## src/rtl/rv32_test_sequencer.sv

```systemverilog
// rv32_test_sequencer: walks NUM_TESTS RV32 compliance images. For each image it
// holds the core and memories in reset, runs the core until ECALL or the cycle
// budget runs out, then grades the run from a7/a0 and reports it.
// Optional build macro RV32_TEST_SEQ_RESULT_LOG_EN adds a per-test pass_map output.
//
// Interface timing: start and ecall are level inputs sampled on the rising clock
// edge. start is only honoured in IDLE and ecall only in RUN; there is no
// back-pressure and no queuing. test_done and all_done are single-cycle pulses,
// and test_pass/test_timeout are meaningful only while test_done is high.
module rv32_test_sequencer #(
    parameter int          NUM_TESTS    = 36,
    parameter int          MAX_CYCLES   = 840,
    parameter int          RESET_CYCLES = 1,
    parameter int          CNT_WIDTH    = 16,
    parameter int          IDX_WIDTH    = 6,
    parameter logic [31:0] PASS_A7      = 32'd93
) (
    input  logic                 clock,
    input  logic                 reset,
    input  logic                 start,
    input  logic                 ecall,
    input  logic [31:0]          reg_a7,
    input  logic [31:0]          reg_a0,
    output logic                 cpu_reset,
    output logic                 cpu_en,
    output logic [IDX_WIDTH-1:0] test_idx,
    output logic                 busy,
    output logic                 test_done,
    output logic                 test_pass,
    output logic                 test_timeout,
    output logic [CNT_WIDTH-1:0] cycles,
    output logic [IDX_WIDTH:0]   pass_count,
    output logic                 all_done,
`ifdef RV32_TEST_SEQ_RESULT_LOG_EN
    output logic [NUM_TESTS-1:0] pass_map,
`endif
    output logic [2:0]           fsm_state
);

    typedef enum logic [2:0] {
        IDLE  = 3'd0,
        RST   = 3'd1,
        RUN   = 3'd2,
        CHECK = 3'd3,
        NEXT  = 3'd4,
        FIN   = 3'd5
    } state_t;

    localparam logic [CNT_WIDTH-1:0] RST_LAST = CNT_WIDTH'(RESET_CYCLES - 1);
    localparam logic [CNT_WIDTH-1:0] CYC_LAST = CNT_WIDTH'(MAX_CYCLES - 1);
    localparam logic [CNT_WIDTH-1:0] CNT_ONE  = CNT_WIDTH'(1);
    localparam logic [IDX_WIDTH-1:0] IDX_LAST = IDX_WIDTH'(NUM_TESTS - 1);
    localparam logic [IDX_WIDTH-1:0] IDX_ONE  = IDX_WIDTH'(1);

    state_t               state_q;
    state_t               state_d;
    logic [CNT_WIDTH-1:0] rst_cnt;
    logic                 timeout_q;
    logic                 pass_now;

    assign fsm_state = state_q;

    // Grade is taken while the core is frozen in CHECK, so a7/a0 are stable.
    assign pass_now = !timeout_q && (reg_a7 == PASS_A7) && (reg_a0 == 32'd0);

    // State register.
    always_ff @(posedge clock or negedge reset) begin
        if (!reset) state_q <= IDLE;
        else        state_q <= state_d;
    end

    // Next-state logic; ecall is checked before the budget so it wins a tie.
    always_comb begin
        state_d = state_q;
        case (state_q)
            IDLE:    if (start) state_d = RST;
            RST:     if (rst_cnt == RST_LAST) state_d = RUN;
            RUN:     if (ecall || (cycles == CYC_LAST)) state_d = CHECK;
            CHECK:   state_d = NEXT;
            NEXT:    state_d = (test_idx == IDX_LAST) ? FIN : RST;
            FIN:     state_d = IDLE;
            default: state_d = IDLE;
        endcase
    end

    // Registered outputs and per-test bookkeeping; levels follow the state being entered.
    always_ff @(posedge clock or negedge reset) begin
        if (!reset) begin
            cpu_reset    <= 1'b1;
            cpu_en       <= 1'b0;
            busy         <= 1'b0;
            test_done    <= 1'b0;
            test_pass    <= 1'b0;
            test_timeout <= 1'b0;
            all_done     <= 1'b0;
            test_idx     <= '0;
            cycles       <= '0;
            pass_count   <= '0;
            rst_cnt      <= '0;
            timeout_q    <= 1'b0;
`ifdef RV32_TEST_SEQ_RESULT_LOG_EN
            pass_map     <= '0;
`endif
        end else begin
            cpu_reset    <= (state_d == IDLE) || (state_d == RST);
            cpu_en       <= (state_d == RUN);
            busy         <= (state_d != IDLE);
            test_done    <= (state_q == CHECK);
            test_pass    <= (state_q == CHECK) && pass_now;
            test_timeout <= (state_q == CHECK) && timeout_q;
            all_done     <= (state_q == NEXT) && (state_d == FIN);
            case (state_q)
                IDLE: begin
                    if (start) begin
                        test_idx   <= '0;
                        pass_count <= '0;
                        rst_cnt    <= '0;
`ifdef RV32_TEST_SEQ_RESULT_LOG_EN
                        pass_map   <= '0;
`endif
                    end
                end
                RST: begin
                    rst_cnt <= rst_cnt + CNT_ONE;
                    if (state_d == RUN) cycles <= '0;
                end
                RUN: begin
                    // The terminating cycle is counted, so a timeout reports MAX_CYCLES.
                    cycles <= cycles + CNT_ONE;
                    if (state_d == CHECK) timeout_q <= !ecall;
                end
                CHECK: begin
                    pass_count <= pass_count + {{IDX_WIDTH{1'b0}}, pass_now};
`ifdef RV32_TEST_SEQ_RESULT_LOG_EN
                    pass_map[test_idx] <= pass_now;
`endif
                end
                NEXT: begin
                    if (state_d == RST) begin
                        test_idx <= test_idx + IDX_ONE;
                        rst_cnt  <= '0;
                    end
                end
                default: ;
            endcase
        end
    end

endmodule

```

## config.mk

```make
export PLATFORM = sky130hd
export DESIGN_NAME = rv32_test_sequencer
export DESIGN_NICKNAME = d
export VERILOG_FILES = /design/src/rtl/rv32_test_sequencer.sv
export SDC_FILE = /design/constraint.sdc
export NUM_CORES = 1
export LEC_CHECK = 0
export BUFFER_PORTS_ARGS = -buffer_cell sky130_fd_sc_hd__buf_2
export CORE_ASPECT_RATIO = 0.8
export CORE_MARGIN = 3
export CORE_UTILIZATION = 38
export CTS_BUF_LIST = sky130_fd_sc_hd__clkbuf_4 sky130_fd_sc_hd__clkbuf_8
export CTS_CLUSTER_SIZE = 10
export DETAILED_ROUTE_END_ITERATION = 8
export GPL_TIMING_DRIVEN = 1
export PLACE_DENSITY_LB_ADDON = 0.1
export SLEW_MARGIN = 20
export SYNTH_ARGS = -nofsm -noshare
export SYNTH_HDL_FRONTEND = slang
export SYNTH_SLANG_ARGS = --single-unit
```

## constraint.sdc

```tcl
create_clock -name clock -period 2.85 [get_ports clock]
set_input_delay 0 -clock clock [delete_from_list [all_inputs] [get_ports clock]]
set_output_delay 0 -clock clock [all_outputs]
set_load 0.1 [all_outputs]
```

# After elaboration in Yosys (flattened, before gate mapping)
# Cells that the tools add are included.
# totals
ff_bits	56
out_inout_bits	39
inputBits	68
wordCells	69
# classes
addsub	4
n_eq_ne	14
mux	15
reduce_logical	23
# op_table
cell	n
$mux W16	3
$pmux W16 S3	1
$add A16 B1 Y16 const B	2
$eq A32 B7 Y1 const B	1
$logic_not A32 Y1	1
$pmux W16 S2	1
$eq A16 B10 Y1 const B	1
$logic_not A16 Y1	1
$pmux W3 S5	1
$pmux W7 S2	1
$eq A3 B2 Y1 const B	4
$mux W3	4
$mux W6	2
$pmux W6 S2	1
$add A7 B1 Y7	1
$mux W7	1
$add A6 B1 Y6 const B	1
$eq A3 B1 Y1 const B	2
$eq A3 B3 Y1 const B	2
$eq A6 B6 Y1 const B	1
$logic_not A3 Y1	2
$ne A2 B2 Y1 const B	3
$reduce_and A2 Y1	3
$reduce_and A3 Y1	2
other kinds (5)	14

# Depth between registers and ports, before layout
# depth
ltp_word	7
ltp_mapped	10
ltp_nobuf	10

# Least setup slack after synthesis
# OpenSTA, ideal clock, no wires.
# synth_path
kind	register to register
start	register test_idx[0]
end	register rst_cnt[9]
n_path_buf	2
arrival_time_ps	2365
required_time_ps	2724
stages_incl_launch_ff	8
path_slack_ps	359
period_less_slack_ps	2491
cell_sequence	dfrtp_1 ha_1 nor2b_1 and3_1 clkbuf_1 or2_0 buf_2 a221o_1
# synth_via
elab_chain_len	6
# synth_rtl
item	line_no	rtl
start, declared	26	output logic [IDX_WIDTH-1:0] test_idx,
start signal, assigned	140	test_idx <= test_idx + IDX_ONE;
$eq A6 B6 Y1	80	NEXT: state_d = (test_idx == IDX_LAST) ? FIN : RST;
$mux W3	80	
$pmux W3 S5	75	case (state_q)
$eq A3 B1 Y1	139	if (state_d == RST) begin
$ne A2 B2 Y1 (no source line)	--	
$reduce_and A3 Y1 (no source line)	--	
end signal, assigned	124	rst_cnt <= rst_cnt + CNT_ONE;
end, declared	57	logic [CNT_WIDTH-1:0] rst_cnt;
# Every way passes these cells.
# A chain may end at the register's enable or synchronous reset.

# Worst setup path in the final report
# layout_path
start	input port reg_a0[19]
end	register test_pass
# layout_via
elab_chain_len	3
# layout_rtl
item	line_no	rtl
start, declared	23	input logic [31:0] reg_a0,
$logic_not A32 Y1	64	assign pass_now = !timeout_q && (reg_a7 == PASS_A7) && (reg_a0 == 32'd0);
$logic_and A1 B1 Y1	64	
$logic_and A1 B1 Y1	109	test_pass <= (state_q == CHECK) && pass_now;
end signal, assigned	109	
end, declared	29	output logic test_pass,
# Every way passes these cells.

==> results.py <==
metrics = {
    "clock_network": {
        "clk_pin_slew_ps": 110,
        "cts_buffers": 5,
        "cts_max_level": 2,
        "root_buffer": "clkbuf_8",
        "clockBufferDepth": 2,
        "postCtsSetupBuffers": 0,
        "tritoncts": "yes",
        "worst_skew_pair.late_latency_ps": 310,
        "clock-sinks": 56,
    },
    "placement": {
        "placed_cells": 548,
        "postPlaceCellArea_sq_um": 3810,
        "portBuffers": 106,
        "hpwl_microns": 6450,
        "place_ws_ps": 456,
        "gp_congestion": 0.815,
    },
    "flow_run": {
        "maxCapViolCount": 0,
    },
    "die": {
        "ios": 107,
        "die_x_microns": 108,
        "rows": 29,
        "die_area_sq_um": 9540,
        "start_util": 0.396,
        "core-area_sq_um": 8060,
        "die_h_microns": 88.0,
    },
    "timing": {
        "layout_setup_ws_ps": 546,
        "final-setup-viol-count": 0,
        "tightest_slew_ps": 733,
        "final.setup.tns_ps": 0,
        "fin_worst_skew_ps": 16.4,
        "finalCritPeriodShare": 0.809,
        "period_minus_slack_ps": 2300,
        "hold_viol": 0,
        "slew_viol_final": 0,
        "slew-limit-headroom": 0.512,
        "fmax_mhz": 434,
        "rsz0062_at_grt": "no",
    },
    "final_layout": {
        "instances_no_fill": 561,
        "syn_to_final_growth_pct": 25.4,
        "drive_gt1_frac": 0.300,
        "finish.instance_area_sq_um": 4000,
        "layout.nets": 526,
        "diodes": 0,
    },
    "synthesis": {
        "synth_nets": 418,
        "synth.top_cell.area_share": 0.431,
        "synth-edff-count": 0,
        "synth-seq-cells": 56,
        "synth.avg_cell_area_sq_um": 9.27,
        "synth_top_cell_by_area": "dfrtp_1",
        "synthesis.area_sq_um": 3190,
        "ys_async_sr_fraction": 1.00,
        "ys_seq_area_frac": 0.440,
        "synth_warnings": 0,
        "synthCells": 344,
        "synth.area.top_cells": "dfrtp_1, nor4_1, o21ai_0",
        "synth_flop_cell": "dfrtp_1",
        "synth_cell_type_count": 55,
    },
    "setup_path": {
        "cp_slowest_cell": "dlygate4sd3_1",
        "critPathLaunchType": "input pin",
        "cp-end-kind": "flip-flop",
        "crit_type": "in -> reg",
        "cpLargestDelayFamily": "buffers and inverters",
        "arrival_ps": 2560,
        "cp_cell_sequence": "dlygate4sd3_1 > buf_2 > or4_1 > dlygate4sd3_1 > nor4b_1 > dlygate4sd3_1",
        "cp_max_fo": 2,
        "regToRegSetupSlack_ps": 570,
        "slowest_delay_ps": 590,
        "path_common_cell": "dlygate4sd3_1",
        "cp_num_buf_inv": 4,
        "required_ps": 3100,
    },
    "drt": {
        "vias_per_cell": 5.62,
        "firstDrtPassIters": 4,
        "ant_nets": 0,
        "wl_per_cell_microns": 15.9,
        "wl_microns": 8910,
        "num_vias": 3154,
        "first_iter_violations": 123,
        "drcViolationCount": 0,
    },
    "global_routing": {
        "grt_pass1_wl_microns": 14300,
        "grt_max_degree": 57,
        "grt_overflow": 0,
        "grt_usage": 0.186,
        "antenna_found_initial": 0,
        "grt_pass1_vias": 2926,
    },
    "power": {
        "vdd.ir_drop.worst_mv": 0.215,
        "leakagePower_nw": 1.86,
        "power_density_nw_per_um2": 372,
    },
    "status": {
        "status": "finished clean",
    },
    "worst_hold_path": {
        "min_path_type": "in -> reg",
    },
}
==> final timing paths <==
kind                          startpoint       endpoint  depth (start not counted)
min reg2reg                pass_count[6]  pass_count[6]                          1
max                           reg_a0[19]      test_pass                          6
min in group asynchronous          reset           busy                          3
max reg2reg                    timeout_q  pass_count[6]                          9
max in group asynchronous          reset     cycles[10]                          3
min                                start           busy                          3
==> flip-flops by register name (all words and copies together), names as in the netlist <==
register      flops
test_done         1
rst_cnt          16
test_idx          6
all_done          1
timeout_q         1
cycles           16
test_timeout      1
fsm_state         3
cpu_reset         1
cpu_en            1
test_pass         1
pass_count        7
busy              1
==> power breakdown <==
part	leakage [nW]	internal, mW	switching (mW)
combinational	1.08	0.0386	0.0326
clock	0.0688	0.361	0.263
sequential	0.712	0.794	0
==> tightest hold or removal path: stages <==
cell	delay (ps)
buf_2	130
nor3_1	60
a21oi_1	110
==> cells in the mapped netlist, types with 5 or more instances <==
library cell,instances
a211o_1,5
a21oi_1,9
a22o_1,5
a31oi_1,10
and2_1,5
and3_1,7
buf_2,7
clkbuf_1,6
dfrtp_1,55
ha_1,6
inv_1,12
mux2i_1,7
nand2_1,30
nand3_1,19
nand4_1,12
nor2_1,23
nor3_1,9
nor4_1,21
nor4b_1,6
o21ai_0,24
o21ai_1,6
o31ai_1,6
==> cell usage in the layout (no fill, tap or decap), types with 6 or more instances in the layout <==
master | netlist | final
ha_1 | 6 | 6
and3_1 | 7 | 7
o31ai_1 | 6 | 6
dfrtp_1 | 55 | 55
o21ai_1 | 6 | 6
nand4_1 | 12 | 12
nor3_1 | 9 | 9
nor4b_1 | 6 | 6
buf_2 | 7 | 106
nand3_1 | 19 | 19
nand2_1 | 30 | 30
o21ai_0 | 24 | 24
buf_4 | 2 | 7
inv_1 | 12 | 12
a21oi_1 | 9 | 9
a31oi_1 | 10 | 10
nor4_1 | 21 | 21
nor2_1 | 23 | 23
mux2i_1 | 7 | 7
==> repair_timing <==
action,CTS,global route
resized for setup,0,0
hold buffers,5,0
endpoints found under the hold margin,57,0
==> area by class of cell <==
| type | count | area, sq um |
|---|---|---|
| clock buffer | 6 | 76.3 |
| clock inverter | 2 | 60.1 |
| fill | 764 | 4060 |
| inverter | 13 | 48.8 |
| multi-input combinational | 258 | 1640 |
| sequential | 56 | 1400 |
| tap | 108 | 135 |
| timing repair buffer | 118 | 633 |
==> metrics by stage <==
step	utilization	power, mW	hold slack (ps)
floorplan	-	0.815	-296
global placement	0.473	0.879	195
detailed placement	0.473	0.880	200
CTS	0.497	1.52	21.0
global route	0.497	1.55	57.8
finish	0.497	1.49	34.7
==> kinds of logic (layout without fill, tap and decap cells) <==
kind of cell | count (synthesis) | count (layout) | share of synthesized area
flip-flops | 56 | 56 | 0.440
buffers and inverters | 30 | 139 | 0.0451
AND/OR/NAND/NOR | 156 | 156 | 0.274
XOR/XNOR | 1 | 1 | 0.00275
multiplexers | 7 | 7 | 0.0220
AO/OA/AOI/OAI | 88 | 88 | 0.193
adder cells (fa/ha/maj) | 6 | 6 | 0.0235
==> routing by layer <==
| layer | share of wire | track usage | vias to the layer above |
|---|---|---|---|
| li1 | - | - | 1528 |
| met1 | 0.47 | 0.260 | 1505 |
| met2 | 0.45 | 0.308 | 119 |
| met3 | 0.075 | 0.0368 | 2 |
| met4 | 0.0033 | 0.0287 | 0 |
| met5 | 0 | 0 | - |
Note: power is estimated with default switching activity, not from simulation.
